===== src/rtl/kws_serial_host.sv =====
// kws_serial_host: host-side driver for the kws_v3 serial accelerator port.
// Shifts parallel words out MSB-first under acc_load_enable, pulses acc_start
// after the last word of a frame, then collects RESULT_W serial result bits
// once acc_done rises. A sticky timeout flag covers a silent accelerator.
//
// Handshake rule (both sides): a word moves on a clock edge where
// in_valid & in_ready are both 1; a result moves on an edge where
// res_valid & res_ready are both 1. in_ready and res_valid are registered and
// never depend combinationally on in_valid or res_ready.
module kws_serial_host #(
    parameter int DATA_W         = 8,
    parameter int RESULT_W       = 8,
    parameter int TIMEOUT_CYCLES = 65535
) (
    input  logic                clk,
    input  logic                reset,
    input  logic [DATA_W-1:0]   in_data,
    input  logic                in_valid,
    input  logic                in_last,
    output logic                in_ready,
    output logic                acc_serial_data,
    output logic                acc_load_enable,
    output logic                acc_start,
    input  logic                acc_serial_result,
    input  logic                acc_done,
    output logic [RESULT_W-1:0] res_data,
    output logic                res_valid,
    input  logic                res_ready,
    output logic                busy,
    output logic                timeout_err,
    output logic [2:0]          dbg_state
);

    localparam int BIT_CW = (DATA_W > 1) ? $clog2(DATA_W) : 1;
    localparam int RES_CW = (RESULT_W > 1) ? $clog2(RESULT_W) : 1;
    localparam int TMO_CW = (TIMEOUT_CYCLES > 0) ? $clog2(TIMEOUT_CYCLES + 1) : 1;

    localparam logic [BIT_CW-1:0] BIT_LAST  = BIT_CW'(DATA_W - 1);
    localparam logic [RES_CW-1:0] RES_LAST  = RES_CW'(RESULT_W - 1);
    localparam logic [TMO_CW-1:0] TMO_LIMIT = TMO_CW'(TIMEOUT_CYCLES);

    localparam logic [2:0] S_IDLE      = 3'd0;
    localparam logic [2:0] S_SHIFT     = 3'd1;
    localparam logic [2:0] S_START     = 3'd2;
    localparam logic [2:0] S_WAIT_DONE = 3'd3;
    localparam logic [2:0] S_CAPTURE   = 3'd4;
    localparam logic [2:0] S_HOLD      = 3'd5;

    logic [2:0]          state_q, state_d;
    logic [DATA_W-1:0]   shift_q, shift_d;      // bits still to be presented
    logic                last_q, last_d;        // word being shifted ends the frame
    logic [BIT_CW-1:0]   bit_cnt_q, bit_cnt_d;  // index of the bit currently on the wire
    logic [TMO_CW-1:0]   tmo_cnt_q, tmo_cnt_d;  // WAIT_DONE cycles elapsed without acc_done
    logic [RES_CW-1:0]   res_cnt_q, res_cnt_d;  // index of the last result bit sampled
    logic [RESULT_W-1:0] cap_q, cap_d;          // partial result, kept apart from res_data
    logic [RESULT_W-1:0] cap_shift;

    logic                in_ready_q, in_ready_d;
    logic                ser_data_q, ser_data_d;
    logic                load_en_q, load_en_d;
    logic                start_q, start_d;
    logic [RESULT_W-1:0] res_data_q, res_data_d;
    logic                res_valid_q, res_valid_d;
    logic                busy_q, busy_d;
    logic                tmo_err_q, tmo_err_d;

    logic                accept;
    logic                load_word;

    assign accept    = in_valid & in_ready_q;
    assign cap_shift = (cap_q << 1) | RESULT_W'(acc_serial_result);

    // Next-state and next-output logic; every output is a register loaded from here.
    always_comb begin
        state_d     = state_q;
        shift_d     = shift_q;
        last_d      = last_q;
        bit_cnt_d   = bit_cnt_q;
        tmo_cnt_d   = tmo_cnt_q;
        res_cnt_d   = res_cnt_q;
        cap_d       = cap_q;
        in_ready_d  = in_ready_q;
        ser_data_d  = ser_data_q;
        load_en_d   = load_en_q;
        start_d     = 1'b0;
        res_data_d  = res_data_q;
        res_valid_d = res_valid_q;
        tmo_err_d   = tmo_err_q;
        load_word   = 1'b0;

        case (state_q)
            S_IDLE: begin
                in_ready_d = 1'b1;
                if (accept) begin
                    load_word = 1'b1;
                end
            end
            S_SHIFT: begin
                if (bit_cnt_q != BIT_LAST) begin
                    ser_data_d = shift_q[DATA_W-1];
                    shift_d    = shift_q << 1;
                    bit_cnt_d  = bit_cnt_q + BIT_CW'(1);
                    // Open the input for the final bit so a follow-on word
                    // can be taken without a load_enable gap.
                    in_ready_d = ((bit_cnt_q + BIT_CW'(1)) == BIT_LAST) && !last_q;
                end else if (accept) begin
                    load_word = 1'b1;
                end else begin
                    load_en_d  = 1'b0;
                    ser_data_d = 1'b0;
                    if (last_q) begin
                        state_d    = S_START;
                        start_d    = 1'b1;
                        in_ready_d = 1'b0;
                    end else begin
                        state_d    = S_IDLE;
                        in_ready_d = 1'b1;
                    end
                end
            end
            S_START: begin
                state_d   = S_WAIT_DONE;
                tmo_cnt_d = '0;
            end
            S_WAIT_DONE: begin
                if (acc_done) begin
                    // First result bit is the MSB.
                    cap_d     = RESULT_W'(acc_serial_result);
                    res_cnt_d = '0;
                    if (RESULT_W == 1) begin
                        res_data_d  = RESULT_W'(acc_serial_result);
                        res_valid_d = 1'b1;
                        state_d     = S_HOLD;
                    end else begin
                        state_d = S_CAPTURE;
                    end
                end else if (TIMEOUT_CYCLES != 0) begin
                    if ((tmo_cnt_q + TMO_CW'(1)) == TMO_LIMIT) begin
                        tmo_err_d  = 1'b1;
                        state_d    = S_IDLE;
                        in_ready_d = 1'b1;
                    end else begin
                        tmo_cnt_d = tmo_cnt_q + TMO_CW'(1);
                    end
                end
            end
            S_CAPTURE: begin
                // acc_done is not looked at here: once started, the capture
                // always runs to RESULT_W samples.
                if ((res_cnt_q + RES_CW'(1)) == RES_LAST) begin
                    res_data_d  = cap_shift;
                    res_valid_d = 1'b1;
                    state_d     = S_HOLD;
                end else begin
                    cap_d     = cap_shift;
                    res_cnt_d = res_cnt_q + RES_CW'(1);
                end
            end
            S_HOLD: begin
                if (res_ready) begin
                    res_valid_d = 1'b0;
                    state_d     = S_IDLE;
                    in_ready_d  = 1'b1;
                end
            end
            default: begin
                state_d    = S_IDLE;
                in_ready_d = 1'b1;
            end
        endcase

        // Taking a word (from IDLE or on the final SHIFT bit) puts its MSB on
        // the wire next cycle and clears any earlier timeout.
        if (load_word) begin
            ser_data_d = in_data[DATA_W-1];
            shift_d    = in_data << 1;
            last_d     = in_last;
            bit_cnt_d  = '0;
            load_en_d  = 1'b1;
            tmo_err_d  = 1'b0;
            state_d    = S_SHIFT;
            in_ready_d = (DATA_W == 1) && !in_last;
        end

        busy_d = (state_d != S_IDLE);
    end

    // State and output registers; reset aborts any transfer in flight.
    always_ff @(posedge clk or posedge reset) begin
        if (reset) begin
            state_q     <= S_IDLE;
            shift_q     <= '0;
            last_q      <= 1'b0;
            bit_cnt_q   <= '0;
            tmo_cnt_q   <= '0;
            res_cnt_q   <= '0;
            cap_q       <= '0;
            in_ready_q  <= 1'b0;
            ser_data_q  <= 1'b0;
            load_en_q   <= 1'b0;
            start_q     <= 1'b0;
            res_data_q  <= '0;
            res_valid_q <= 1'b0;
            busy_q      <= 1'b0;
            tmo_err_q   <= 1'b0;
        end else begin
            state_q     <= state_d;
            shift_q     <= shift_d;
            last_q      <= last_d;
            bit_cnt_q   <= bit_cnt_d;
            tmo_cnt_q   <= tmo_cnt_d;
            res_cnt_q   <= res_cnt_d;
            cap_q       <= cap_d;
            in_ready_q  <= in_ready_d;
            ser_data_q  <= ser_data_d;
            load_en_q   <= load_en_d;
            start_q     <= start_d;
            res_data_q  <= res_data_d;
            res_valid_q <= res_valid_d;
            busy_q      <= busy_d;
            tmo_err_q   <= tmo_err_d;
        end
    end

    assign in_ready        = in_ready_q;
    assign acc_serial_data = ser_data_q;
    assign acc_load_enable = load_en_q;
    assign acc_start       = start_q;
    assign res_data        = res_data_q;
    assign res_valid       = res_valid_q;
    assign busy            = busy_q;
    assign timeout_err     = tmo_err_q;
    assign dbg_state       = state_q;

endmodule

===== config.mk =====
export PLATFORM = sky130hd
export DESIGN_NAME = kws_serial_host
export DESIGN_NICKNAME = d
export VERILOG_FILES = /design/src/rtl/kws_serial_host.sv
export SDC_FILE = /design/constraint.sdc
export NUM_CORES = 1
export LEC_CHECK = 0
export CORE_MARGIN = 2
export CORE_UTILIZATION = 54
export CTS_CLUSTER_DIAMETER = 80
export DETAILED_ROUTE_END_ITERATION = 16
export GPL_TIMING_DRIVEN = 1
export PLACE_DENSITY_LB_ADDON = 0.25
export SKIP_LAST_GASP = 1
export SLEW_MARGIN = 20
export SYNTH_ARGS = -nofsm -noshare
export SYNTH_HDL_FRONTEND = slang
export SYNTH_SLANG_ARGS = --single-unit

===== constraint.sdc =====
create_clock -name clk -period 2.8 [get_ports clk]
set_input_delay 0.28 -clock clk [delete_from_list [all_inputs] [get_ports clk]]
set_output_delay 0.28 -clock clk [all_outputs]
set_load 0.03 [all_outputs]

# == Word level (Yosys, flattened, before mapping) ==
# Index checks and enable logic that the tools add are counted.
# word_totals
regBits,56
latch_bits,0
mem_bits_rw,0
rom_bits,0
inputBits,15
out_inout_bits,18
wordCells,116
mem_count,0
# classes
n_addsub,3
multipliers,0
div,0
order_cmp,0
n_eq_ne,24
shift,0
mux,51
n_bitwise,2
reduce_logical,21
# ops
cell,n
$mux W3,12
$mux W16,2
$pmux W16 S2,1
$mux W1,24
$mux W8,3
$pmux W3 S6,1
$add A16 B1 Y16 const B,1
$eq A16 B16 Y1 const B,1
$reduce_and A3 Y1,5
$mux W7,2
$ne A2 B2 Y1 const B,7
$pmux W7 S2,1
$reduce_bool A2 Y1,7
$eq A3 B3 Y1 const B,4
$ne A3 B3 Y1 const B,4
$or A8 B1 Y8,1
$add A3 B1 Y3 const B,2
$eq A3 B2 Y1 const B,2
$ne A2 B1 Y1 const B,3
$pmux W3 S2,1
$reduce_and A2 Y1,3
$reduce_and A5 Y1,1
$ne A4 B4 Y1 const B,1
$pmux W1 S2,2
other kinds (10),10

# == Longest topological paths before layout ==
# logic_depth
word_depth,7
ltp_mapped,10
mapped_depth_nobuf,9

# == Worst setup path before layout ==
# Ideal clock, no wire load.
# synth_timing
path_kind,register -> register
start,register tmo_cnt_q[0]
end,register tmo_cnt_q[11]
setup_ps,133
t_arrival_ps,2311
t_required_ps,2667
slack_ps,355
path_stages_with_launch,10
path_buffers,1
period_less_slack_ps,2445
cell_sequence,dfrtp_1 -> ha_1 -> nand3_2 -> o32a_1 -> o32a_1 -> nor4_4 -> and2_1 -> buf_6 -> or4_1 -> nand3_1
# synth_between
elab_chain_len,4
elab_cells_between_ends,7
classes_between,1 x add/sub; 2 x eq/ne; 3 x mux; 1 x reduce/logical
# synth_lines
element,line_no,source
start: declaration,53,"logic [TMO_CW-1:0] tmo_cnt_q, tmo_cnt_d;"
start signal: assignment,211,tmo_cnt_q <= tmo_cnt_d;
$add A16 B1 Y16 *,"138, 143",
$eq A16 B16 Y1 or $mux W16 (tied branches),138,if ((tmo_cnt_q + TMO_CW'(1)) == TMO_LIMIT) begin
$ne A2 B2 Y1 (no line) or $mux W16 (tied branches),n/a,
$reduce_and A3 Y1 (no line) or $pmux W16 S2 (tied branches),n/a,
# Mark *: on every way between the ends. The rest lies on a longest branch, timed or not. The select of a mux whose other input is x is not followed.
# A chain may end at the register's enable or synchronous reset.

# == Final worst setup path ==
# layout_timing
start,register tmo_cnt_q[1]
end,register tmo_cnt_q[11]
# Same word-level chain as after synthesis.

==> summary.md <==
| Metric | Value |
|---|---|
| CP max stage cell | dfrtp_1 |
| Synth cell types | 50 |
| Kind of critical path | reg -> reg |
| Routed WL | 6040 um |
| Syn Inst Count | 311 |
| Critical path cell sequence | ha_1 > nand3_2 > o32a_1 > o32a_1 > nor4_4 > and2_2 > or4_1 > nand3_1 |
| Fill count | 438 |
| Remaining antenna violation count | 0 |
| Period utilisation layout | 92.6% |
| Drt pass-1 iters | 4 |
| Endpoint class of the critical path | flop |
| Clk sinks | 55 |
| RSZ-0062 raised after global routing | no |
| TritonCTS clock tree | done |
| Worst-path fanout max | 9 |
| Antenna cells | 0 |
| CP max stage delay | 0.50 ns |
| I/O pin cnt | 33 |
| Slew margin rel. | 67.7% |
| CTS root buf | clkbuf_8 |
| Post-Syn Area | 2900 sq um |
| Worst setup SP type | flop |
| Die area | 5980 sq um |
| Final Skew | 0.00281 ns |
| Tmin final | 2.59 ns |
| Fmax | 386 MHz |
| Worst Hold Class | in -> async |
| Core area | 5140 sq um |
| Initial Util | 56.5% |
| Yosys warns | 0 |
| Final GP Congestion | 0.863 |
| Gr ovfl total | 0 |
| Setup violations, final | 0 |
| Vias | 2354 |
| H-tree level count | 2 |
| Status | completed |
| FP Rows | 26 |
| DR vias/cell | 5.69 |
| Worst-Margin Slew | 0.481 ns |
| Largest net degree at the start of global routing | 24 |
| Cts-stage hold buffer count | 0 |
| Inserted Clock Buffers | 5 |
| Ys flop type | dfrtp_1 |
| DR iter-0 viols | 144 |
| Max VDD drop | 602 uV |
| CTS max path bufs | 2 |
| Synthesized Nets | 333 |
| Dpl hpwl | 4430 um |
| Post-synthesis sequential area ratio | 47.4% |
| Area grow syn2layout | 17.7% |
| Gr usage total | 22.5% |
| Worst EP arrival | 2.78 ns |
| Final net count | 365 |
| Crit-path most repeated cell | o32a_1 |
| CTS clk-pin slew, worst paths | 0.10 ns |
| Clock Latency Late Sink | 0.30 ns |
| Register Area | 1380 sq um |
| FFs w/ async S/R, synth | 100% |
| Synthesized flop and latch total | 55 |
| Ratio of cells with drive above 1 in the final layout | 9.88% |
| Vias in the first global route | 2334 |
| Synthesized area per cell | 9.34 sq um |
| Input/output buffers | 32 |
| Setup_tns | 0 ns |
| PwrDens | 803 nW/um^2 |
| Multi-input logic area | 1410 sq um |
| Slew Limit Fails | 0 |
| EDFF count, synth | 0 |
| Setup WS post-layout | 0.208 ns |
| Max-cap viol count | 0 |
| Die Y | 77.3 um |
| Drc violations | 0 |
| Final hold violation count | 0 |
| First-pass GRT wire length | 11000 um |
| DP Worst Slack | 0.134 ns |
| Die W | 77.3 um |
| Avg WL per Cell | 14.6 um |
| Crit path required time | 2.99 ns |
| Antenna violations before repair | 0 |
| Pleak | 1.51 nW |
==> per-stage QoR <==
step	utilization [%]	total power [mW]	hold slack, ns	cells	cell area (sq um)
after floorplan	-	1.90	0.385	311	2900
after global placement	64.3	2.21	0.487	406	3300
after detailed placement	64.3	2.24	0.493	406	3300
after CTS	66.5	2.77	0.337	414	3420
after global routing	66.5	2.96	0.379	414	3420
final	66.5	2.74	0.319	414	3420
==> cell families (layout without fill, tap and decap cells) <==
kind of cell	after synthesis	in the layout	share of synthesized area [%]
multiplexers	9	9	3.49
AO/OA/AOI/OAI	75	75	17.7
flip-flops	55	55	47.4
buffers and inverters	26	59	4.05
adder cells (fa/ha/maj)	7	7	3.02
AND/OR/NAND/NOR	136	136	23.4
XOR/XNOR	3	3	0.905
==> repair_timing <==
action                     in CTS  in global routing
buffers inserted                0                  0
hold endpoints to repair        0                  0
gates resized for setup         0                  1
setup endpoints to repair       0                  7
==> cells in the final DEF, fill, tap and decap left out, types with 3 or more instances in the layout <==
cell	netlist	final
nand2_1	56	56
dfrtp_1	55	55
clkdlybuf4s50_1	0	32
nor2_1	25	25
o21ai_0	16	16
nand3_1	13	13
buf_4	2	10
mux2_2	9	9
a21oi_1	9	9
a31oi_1	9	9
inv_1	9	8
a22o_1	8	8
ha_1	7	7
nand2b_1	6	6
and3_1	6	6
o211ai_1	6	6
clkbuf_8	0	5
nor3_1	4	4
nor4_1	4	4
o31ai_1	4	4
or4_1	3	3
a21boi_0	3	3
a21o_1	3	3
==> cells in the mapped netlist (2+ instances only) <==
cell      number  area (sq um)
buf_2          4          20.0
nor4_1         4          25.0
a21o_1         3          22.5
a31oi_1        9          56.3
nor2b_1        2          12.5
nand2b_1       6          37.5
o32a_1         2          20.0
nor3b_1        2          15.0
o311ai_1       2          17.5
or4_1          3          22.5
clkbuf_1      10          37.5
o41ai_1        2          17.5
o211ai_1       6          45.0
mux2_2         9           101
nor3_1         4          20.0
nand2_1       56           210
o21ai_0       16          80.1
o21ai_1        2          10.0
and2_1         3          18.8
xnor2_1        2          17.5
or3_1          2          12.5
inv_1          9          33.8
nand4_1        2          12.5
a21boi_0       3          22.5
and3_1         6          37.5
nor2_1        25          93.8
ha_1           7          87.6
buf_4          2          15.0
dfrtp_1       55          1380
nand3_1       13          65.1
a211oi_1       2          15.0
o31ai_1        4          30.0
a22o_1         8          70.1
nor4bb_1       2          20.0
a21oi_1        9          45.0
==> registers in the layout, indices dropped and copies added, names as in the netlist, 3 cells and up <==
| register | cells |
|---|---|
| bit_cnt_q | 3 |
| cap_q | 7 |
| dbg_state | 3 |
| res_cnt_q | 3 |
| res_data | 8 |
| shift_q | 7 |
| tmo_cnt_q | 16 |
==> where the power goes <==
part | internal, mW | total [mW] | switching (mW)
Clock | 0.267 | 0.525 | 0.258
Sequential | 0.999 | 1.18 | 0.182
Combinational | 0.444 | 1.04 | 0.594
==> routing by layer <==
layer / GRT usage, % / part of all wire (%)
met5: 0 / 0
met4: 4.64 / 1.1
met3: 3.95 / 4.3
met2: 36.8 / 49
met1: 31.8 / 46
==> worst max-delay path: cells and delay by family (launching register included) <==
kind	cells	cell delay (ns)
compound gates	2	0.69
simple gates	5	0.98
flops	1	0.50
fa+ha+maj	1	0.30
==> worst paths after layout <==
| check | cells past startpoint | start | endpoint | slack, ns |
|---|---|---|---|---|
| min in group clk | 3 | in_last | last_q | 0.49 |
| max in group asynchronous | 3 | reset | tmo_cnt_q[14] | 1.88 |
| worst max-delay path | 8 | tmo_cnt_q[1] | tmo_cnt_q[11] | 0.21 |
| worst min-delay path | 2 | reset | acc_start | 0.32 |
| worst max register to register | 8 | tmo_cnt_q[1] | tmo_cnt_q[11] | 0.21 |
| worst min register to register | 1 | res_cnt_q[2] | res_cnt_q[2] | 0.51 |
==> final cells by class <==
| cell class | count | share of cell area [%] |
|---|---|---|
| Inverter | 9 | 0.989 |
| Clock inverter | 3 | 1.28 |
| Multi-Input combinational cell | 230 | 41.3 |
| Tap cell | 70 | 2.56 |
| Clock buffer | 5 | 2.01 |
| Sequential cell | 55 | 40.3 |
| Timing Repair Buffer | 42 | 11.6 |
(Power assumes the default switching activity.)
